$ cat src/rtl/hr_calc.sv
// rtl/hr_calc.sv - heart-rate calculator: RR history average, serial divider, rhythm flags
module hr_calc #(
  parameter int CTR_WIDTH = 22,
  parameter int FS_HZ     = 360,
  parameter int HR_WIDTH  = 9,
  parameter int NAVG      = 8,
  parameter int TACHY_BPM = 100,
  parameter int BRADY_BPM = 60
) (
  input  logic                 i_clk,
  input  logic                 i_nrst,
  input  logic                 i_ce,
  input  logic [CTR_WIDTH-1:0] i_rr_period,
  input  logic                 i_rr_period_updated,
  output logic [HR_WIDTH-1:0]  o_hr_bpm,
  output logic                 o_hr_valid,
  output logic [CTR_WIDTH-1:0] o_rr_avg,
  output logic                 o_rr_avg_valid,
  output logic                 o_tachy,
  output logic                 o_brady,
  output logic                 o_rr_irregular,
  output logic                 o_busy,
  output logic                 o_rr_dropped
);

  localparam int LOG2N = $clog2(NAVG);
  localparam int SUMW  = CTR_WIDTH + LOG2N;
  localparam int CNTW  = $clog2(NAVG + 1);
  localparam int STPW  = $clog2(CTR_WIDTH + 1);

  localparam logic [CTR_WIDTH-1:0] DIVIDEND  = CTR_WIDTH'(60 * FS_HZ);
  localparam logic [CTR_WIDTH-1:0] HR_MAX    = CTR_WIDTH'((1 << HR_WIDTH) - 1);
  localparam logic [CNTW-1:0]      CNT_FULL  = CNTW'(NAVG);
  localparam logic [STPW-1:0]      LAST_STEP = STPW'(CTR_WIDTH - 1);
  localparam logic [HR_WIDTH-1:0]  TACHY_TH  = HR_WIDTH'(TACHY_BPM);
  localparam logic [HR_WIDTH-1:0]  BRADY_TH  = HR_WIDTH'(BRADY_BPM);

  typedef enum logic [1:0] {IDLE, ACCUM, DIVIDE, DONE} state_t;

  state_t               state_q;
  logic [CTR_WIDTH-1:0] rr_q;
  logic [CTR_WIDTH-1:0] hist_q [NAVG];
  logic [LOG2N-1:0]     wr_ptr_q;
  logic [SUMW-1:0]      sum_q;
  logic [CNTW-1:0]      cnt_q;
  logic [CTR_WIDTH-1:0] rem_q;
  logic [CTR_WIDTH-1:0] quo_q;
  logic [STPW-1:0]      step_q;

  logic                 accept;
  logic [SUMW-1:0]      sum_d;
  logic [CNTW-1:0]      cnt_d;
  logic [CTR_WIDTH-1:0] avg_d;
  logic [CTR_WIDTH-1:0] diff;
  logic                 irr_d;
  logic [CTR_WIDTH:0]   shifted;
  logic [CTR_WIDTH-1:0] rem_d;
  logic [CTR_WIDTH-1:0] quo_d;
  logic [HR_WIDTH-1:0]  hr_d;

  assign accept = (state_q == IDLE) && i_rr_period_updated && (i_rr_period != '0);
  assign o_busy = (state_q != IDLE);

  // Next-state datapath: running sum/average, irregularity test and one restoring-division step
  always_comb begin
    sum_d = sum_q + {{LOG2N{1'b0}}, rr_q} - {{LOG2N{1'b0}}, hist_q[wr_ptr_q]};
    cnt_d = (cnt_q == CNT_FULL) ? cnt_q : cnt_q + 1'b1;
    avg_d = sum_d[SUMW-1:LOG2N];
    diff  = (rr_q >= o_rr_avg) ? (rr_q - o_rr_avg) : (o_rr_avg - rr_q);
    irr_d = o_rr_avg_valid && (diff > (o_rr_avg >> 2));
    shifted = {rem_q, quo_q[CTR_WIDTH-1]};
    if (shifted >= {1'b0, rr_q}) begin
      rem_d = CTR_WIDTH'(shifted - {1'b0, rr_q});
      quo_d = {quo_q[CTR_WIDTH-2:0], 1'b1};
    end else begin
      rem_d = shifted[CTR_WIDTH-1:0];
      quo_d = {quo_q[CTR_WIDTH-2:0], 1'b0};
    end
    hr_d = (quo_q > HR_MAX) ? HR_WIDTH'(HR_MAX) : quo_q[HR_WIDTH-1:0];
  end

  // Control FSM with registered outputs; everything holds while i_ce is low
  always_ff @(posedge i_clk or negedge i_nrst) begin
    if (!i_nrst) begin
      state_q        <= IDLE;
      rr_q           <= '0;
      for (int i = 0; i < NAVG; i++) hist_q[i] <= '0;
      wr_ptr_q       <= '0;
      sum_q          <= '0;
      cnt_q          <= '0;
      rem_q          <= '0;
      quo_q          <= '0;
      step_q         <= '0;
      o_hr_bpm       <= '0;
      o_hr_valid     <= 1'b0;
      o_rr_avg       <= '0;
      o_rr_avg_valid <= 1'b0;
      o_tachy        <= 1'b0;
      o_brady        <= 1'b0;
      o_rr_irregular <= 1'b0;
      o_rr_dropped   <= 1'b0;
    end else if (i_ce) begin
      o_hr_valid   <= 1'b0;
      o_rr_dropped <= i_rr_period_updated && !accept;
      case (state_q)
        IDLE: begin
          if (accept) begin
            rr_q    <= i_rr_period;
            state_q <= ACCUM;
          end
        end
        ACCUM: begin
          // Irregularity uses the average as it stood before this sample
          o_rr_irregular   <= irr_d;
          hist_q[wr_ptr_q] <= rr_q;
          wr_ptr_q         <= wr_ptr_q + 1'b1;
          sum_q            <= sum_d;
          cnt_q            <= cnt_d;
          o_rr_avg_valid   <= (cnt_d == CNT_FULL);
          o_rr_avg         <= (cnt_d == CNT_FULL) ? avg_d : '0;
          rem_q            <= '0;
          quo_q            <= DIVIDEND;
          step_q           <= '0;
          state_q          <= DIVIDE;
        end
        DIVIDE: begin
          rem_q  <= rem_d;
          quo_q  <= quo_d;
          step_q <= step_q + 1'b1;
          if (step_q == LAST_STEP) state_q <= DONE;
        end
        DONE: begin
          o_hr_bpm   <= hr_d;
          o_hr_valid <= 1'b1;
          o_tachy    <= (hr_d > TACHY_TH);
          o_brady    <= (hr_d < BRADY_TH);
          state_q    <= IDLE;
        end
        default: state_q <= IDLE;
      endcase
    end
  end

endmodule
$ cat config.mk
export PLATFORM = sky130hd
export DESIGN_NAME = hr_calc
export DESIGN_NICKNAME = d
export VERILOG_FILES = /design/src/rtl/hr_calc.sv
export SDC_FILE = /design/constraint.sdc
export NUM_CORES = 1
export LEC_CHECK = 0
export CAP_MARGIN = 10
export CORE_MARGIN = 2
export CORE_UTILIZATION = 35
export CTS_CLUSTER_DIAMETER = 30
export CTS_CLUSTER_SIZE = 10
export DETAILED_ROUTE_END_ITERATION = 12
export PLACE_DENSITY = 0.46
export RECOVER_POWER = 50
export REMOVE_ABC_BUFFERS = 1
export SYNTH_ARGS = -nofsm -noshare
export SYNTH_HDL_FRONTEND = slang
export SYNTH_SLANG_ARGS = --single-unit
$ cat constraint.sdc
create_clock -name i_clk -period 5.8 [get_ports i_clk]
set_input_delay 0.87 -clock i_clk [delete_from_list [all_inputs] [get_ports i_clk]]
set_output_delay 0.87 -clock i_clk [all_outputs]
set_load 0.01 [all_outputs]
==> results.json <==
{
  "drt-pass1-iter-count": 5,
  "dieArea_mm2": 0.0564,
  "antenna_found_initial": 1,
  "die_h_um": 237,
  "yosys_warnings": 0,
  "setup_viol": 0,
  "tns_ns": 0,
  "async_flop_share": 1.00,
  "crit_required_ns": 6.27,
  "slew_violations": 274,
  "grt_pass1_vias": 14700,
  "numClockSinks": 318,
  "status": "finished, violations left",
  "rsz0062_at_grt": "no",
  "finalCritPeriodShare": 0.910,
  "synth_seq_area_share": 0.417,
  "start_util": 0.354,
  "viasPerCell": 5.23,
  "wirelength_um": 55600,
  "postCtsResizedCells": 0,
  "cts_max_path_buffers": 3,
  "dpl_cell_area_mm2": 0.0206,
  "design_area_mm2": 0.0236,
  "post-dp-hpwl_um": 40100,
  "finalCriticalPeriod_ns": 5.28,
  "fp.dieW_um": 237,
  "wl_per_cell_um": 20.7,
  "gr-usage-all-layers": 0.202,
  "finalNonFillerCells": 2687,
  "worst_ep_arrival_time_ns": 5.75,
  "drive_above_1_share": 0.219,
  "crit_type": "reg -> reg",
  "synth-edff-count": 0,
  "max_cap_violations": 3,
  "ys_ff_latch": 318,
  "dominantRegCellSynth": "dfrtp_1",
  "yosysMostFrequentCell": "dfrtp_1",
  "yosys-top-cells-area": "dfrtp_1 42%, mux2_2 11%, ha_1 7.9%, mux4_2 5.2%, nand2_1 4.2%",
  "cp_max_fo": 9,
  "ant_nets": 0,
  "cts-root-buf": "clkbuf_16",
  "htree_levels": 3,
  "synthTopCellsByCount": "318 x dfrtp_1, 211 x nand2_1, 184 x mux2_2",
  "fin_ws_ns": 0.522,
  "grt_overflow_total": 0,
  "ctsHoldBuffers": 0,
  "area_growth_pct": 23.5,
  "grt_pass1_wl_um": 87200,
  "rr_worst_depth": 23,
  "crit_chain": "inv_1 -> ha_1 -> inv_1 -> fa_1 -> a21o_1 -> a221o_1 -> nand3_1 -> nand2_1 -> o22ai_2 -> o21a_1 -> mux2_2 -> a221oi_1 -> xnor2_1 -> ha_1 -> a21oi_1 -> o21ai_0 -> a21o_1 -> a211oi_1 -> nor2_1 -> o31ai_1 -> a21oi_1 -> o41ai_1 -> o31ai_1",
  "yosys.area.top_type_share": 0.417,
  "pre_cts_ws_ns": 0.578,
  "synth_area_leader_cell": "dfrtp_1",
  "drt_iter0_markers": 692,
  "violations": "capacitance limit, slew limit",
  "grt_max_degree": 98,
  "fin_skew_ns": 0.0254,
  "path_clk_slew_ns": 0.04,
  "ioPinCount": 64,
  "hold_violations": 0,
  "cp-endpoint": "o_rr_irregular",
  "gp_congestion": 0.865,
  "nets": 2090,
  "startpoint_type": "flip-flop",
  "cts_setup_buffers": 0,
  "rr_startpoint": "rr_q[0]",
  "cts_made_buffers": 85,
  "cts_tree": "done",
  "synth_area_per_cell_um2": 10.5,
  "drc": 0,
  "vias": 14100,
  "hold_class": "reg -> reg",
  "rrSetupSlack_ns": 0.52,
  "clk_latency_ns": 0.62,
  "placed_cells": 2528,
  "critPathCaptureType": "flip-flop",
  "max_slew_margin": -0.734,
  "cp_slowest_cell": "o21a_1",
  "critPathLaunch": "rr_q[0]",
  "io_buffer_count": 63,
  "critPathMaxStageDelay_ns": 0.45,
  "num_rows": 85,
  "tightest_slew_ns": 2.60,
  "synthCells": 1813,
  "yosysUniqueCellTypes": 68,
  "core_area_mm2": 0.0538,
  "worstReg2RegEnd": "o_rr_irregular",
  "netlist_area_mm2": 0.0191,
  "max_freq_mhz": 189
}
## state kept, by name, summed over array words and instances (netlist names)
register and cells:
o_hr_bpm 9, step_q 5, rem_q 22, rr_q 22
o_tachy 1, sum_q 25, state_q 2, o_brady 1
o_hr_valid 1, quo_q 22, o_rr_avg_valid 1, wr_ptr_q 3
o_rr_irregular 1, hist_q 176, cnt_q 4, o_rr_dropped 1
o_rr_avg 22
## layer usage
metal,vias up,global-route usage,part of all wire
li1,6644,-,-
met1,7102,0.278,0.48
met2,228,0.323,0.47
met3,88,0.0367,0.035
met4,0,0.0606,0.021
met5,-,0,0
## final cells by class
class | count | area, µm²
diodes | 3 | 7.51
clock buffers | 114 | 2370
clock inverters | 42 | 623
fillers | 5138 | 30300
inverters | 148 | 556
multi-input cells | 1263 | 10200
flip-flops and latches | 318 | 7960
well taps | 696 | 871
repair buffers | 103 | 931
## how the worst min path moves through the flow
stage                           start           to  slack (ns)  cells past startpoint
final                     hist_q[155]  hist_q[155]        0.47                      2
after global routing      hist_q[125]  hist_q[125]        0.50                      2
after CTS                      i_nrst    rem_q[16]        0.33                      1
after detailed placement  hist_q[155]  hist_q[155]        0.47                      2
after global placement    hist_q[123]  hist_q[123]        0.46                      2
after floorplan             sum_q[24]    sum_q[24]        0.44                      1
## stage by stage
stage               hold WS (ns)  utilization
finish                     0.470        0.438
global route               0.499        0.438
CTS                        0.332        0.438
detailed placement         0.469        0.383
global placement           0.460        0.383
floorplan                  0.443            -
## logic make-up (layout without fill, tap and decap cells)
| logic type | count (synthesis) | count (layout) | synth area share |
|---|---|---|---|
| simple gates | 392 | 392 | 0.0931 |
| buf+inv | 232 | 407 | 0.0476 |
| xor+xnor | 65 | 65 | 0.0306 |
| compound gates | 402 | 402 | 0.130 |
| flops | 318 | 318 | 0.417 |
| other cells | 0 | 3 | 0 |
| mux | 259 | 259 | 0.177 |
| fa+ha+maj | 145 | 145 | 0.105 |
## cell usage in the layout, fill, tap and decap left out, drive strengths merged, types with 6 or more instances in the layout
cell / n
nand4: 13
clkinvlp: 7
nor4: 10
inv: 150
dfrtp: 318
ha: 120
a31oi: 6
a21o: 39
mux2i: 30
mux4: 44
fa: 25
nor2b: 15
o31ai: 8
a211oi: 9
o21a: 17
nor3: 24
xnor2: 39
nand3: 17
bufinv: 11
xor2: 25
or2: 6
nand2b: 13
clkdlybuf4s50: 61
clkinv: 22
and2: 10
o21bai: 9
nor2: 49
o21ai: 175
nand2: 211
mux2: 185
a21oi: 73
o22ai: 12
or3: 7
buf: 37
clkbuf: 118
## critical path, delay by kind of cell (launching register included)
kind | cells | cell delay (ns)
adders and majority gates | 3 | 0.74
muxes | 1 | 0.39
and+or+nand+nor | 3 | 0.32
AOI/OAI and AO/OA | 13 | 3.06
DFF | 1 | 0.37
xor gates and xnor gates | 1 | 0.12
buffers and inverters | 2 | 0.15
Power is not shown: default switching activity piles up to over one toggle a cycle in this logic, so the estimate is an artifact.
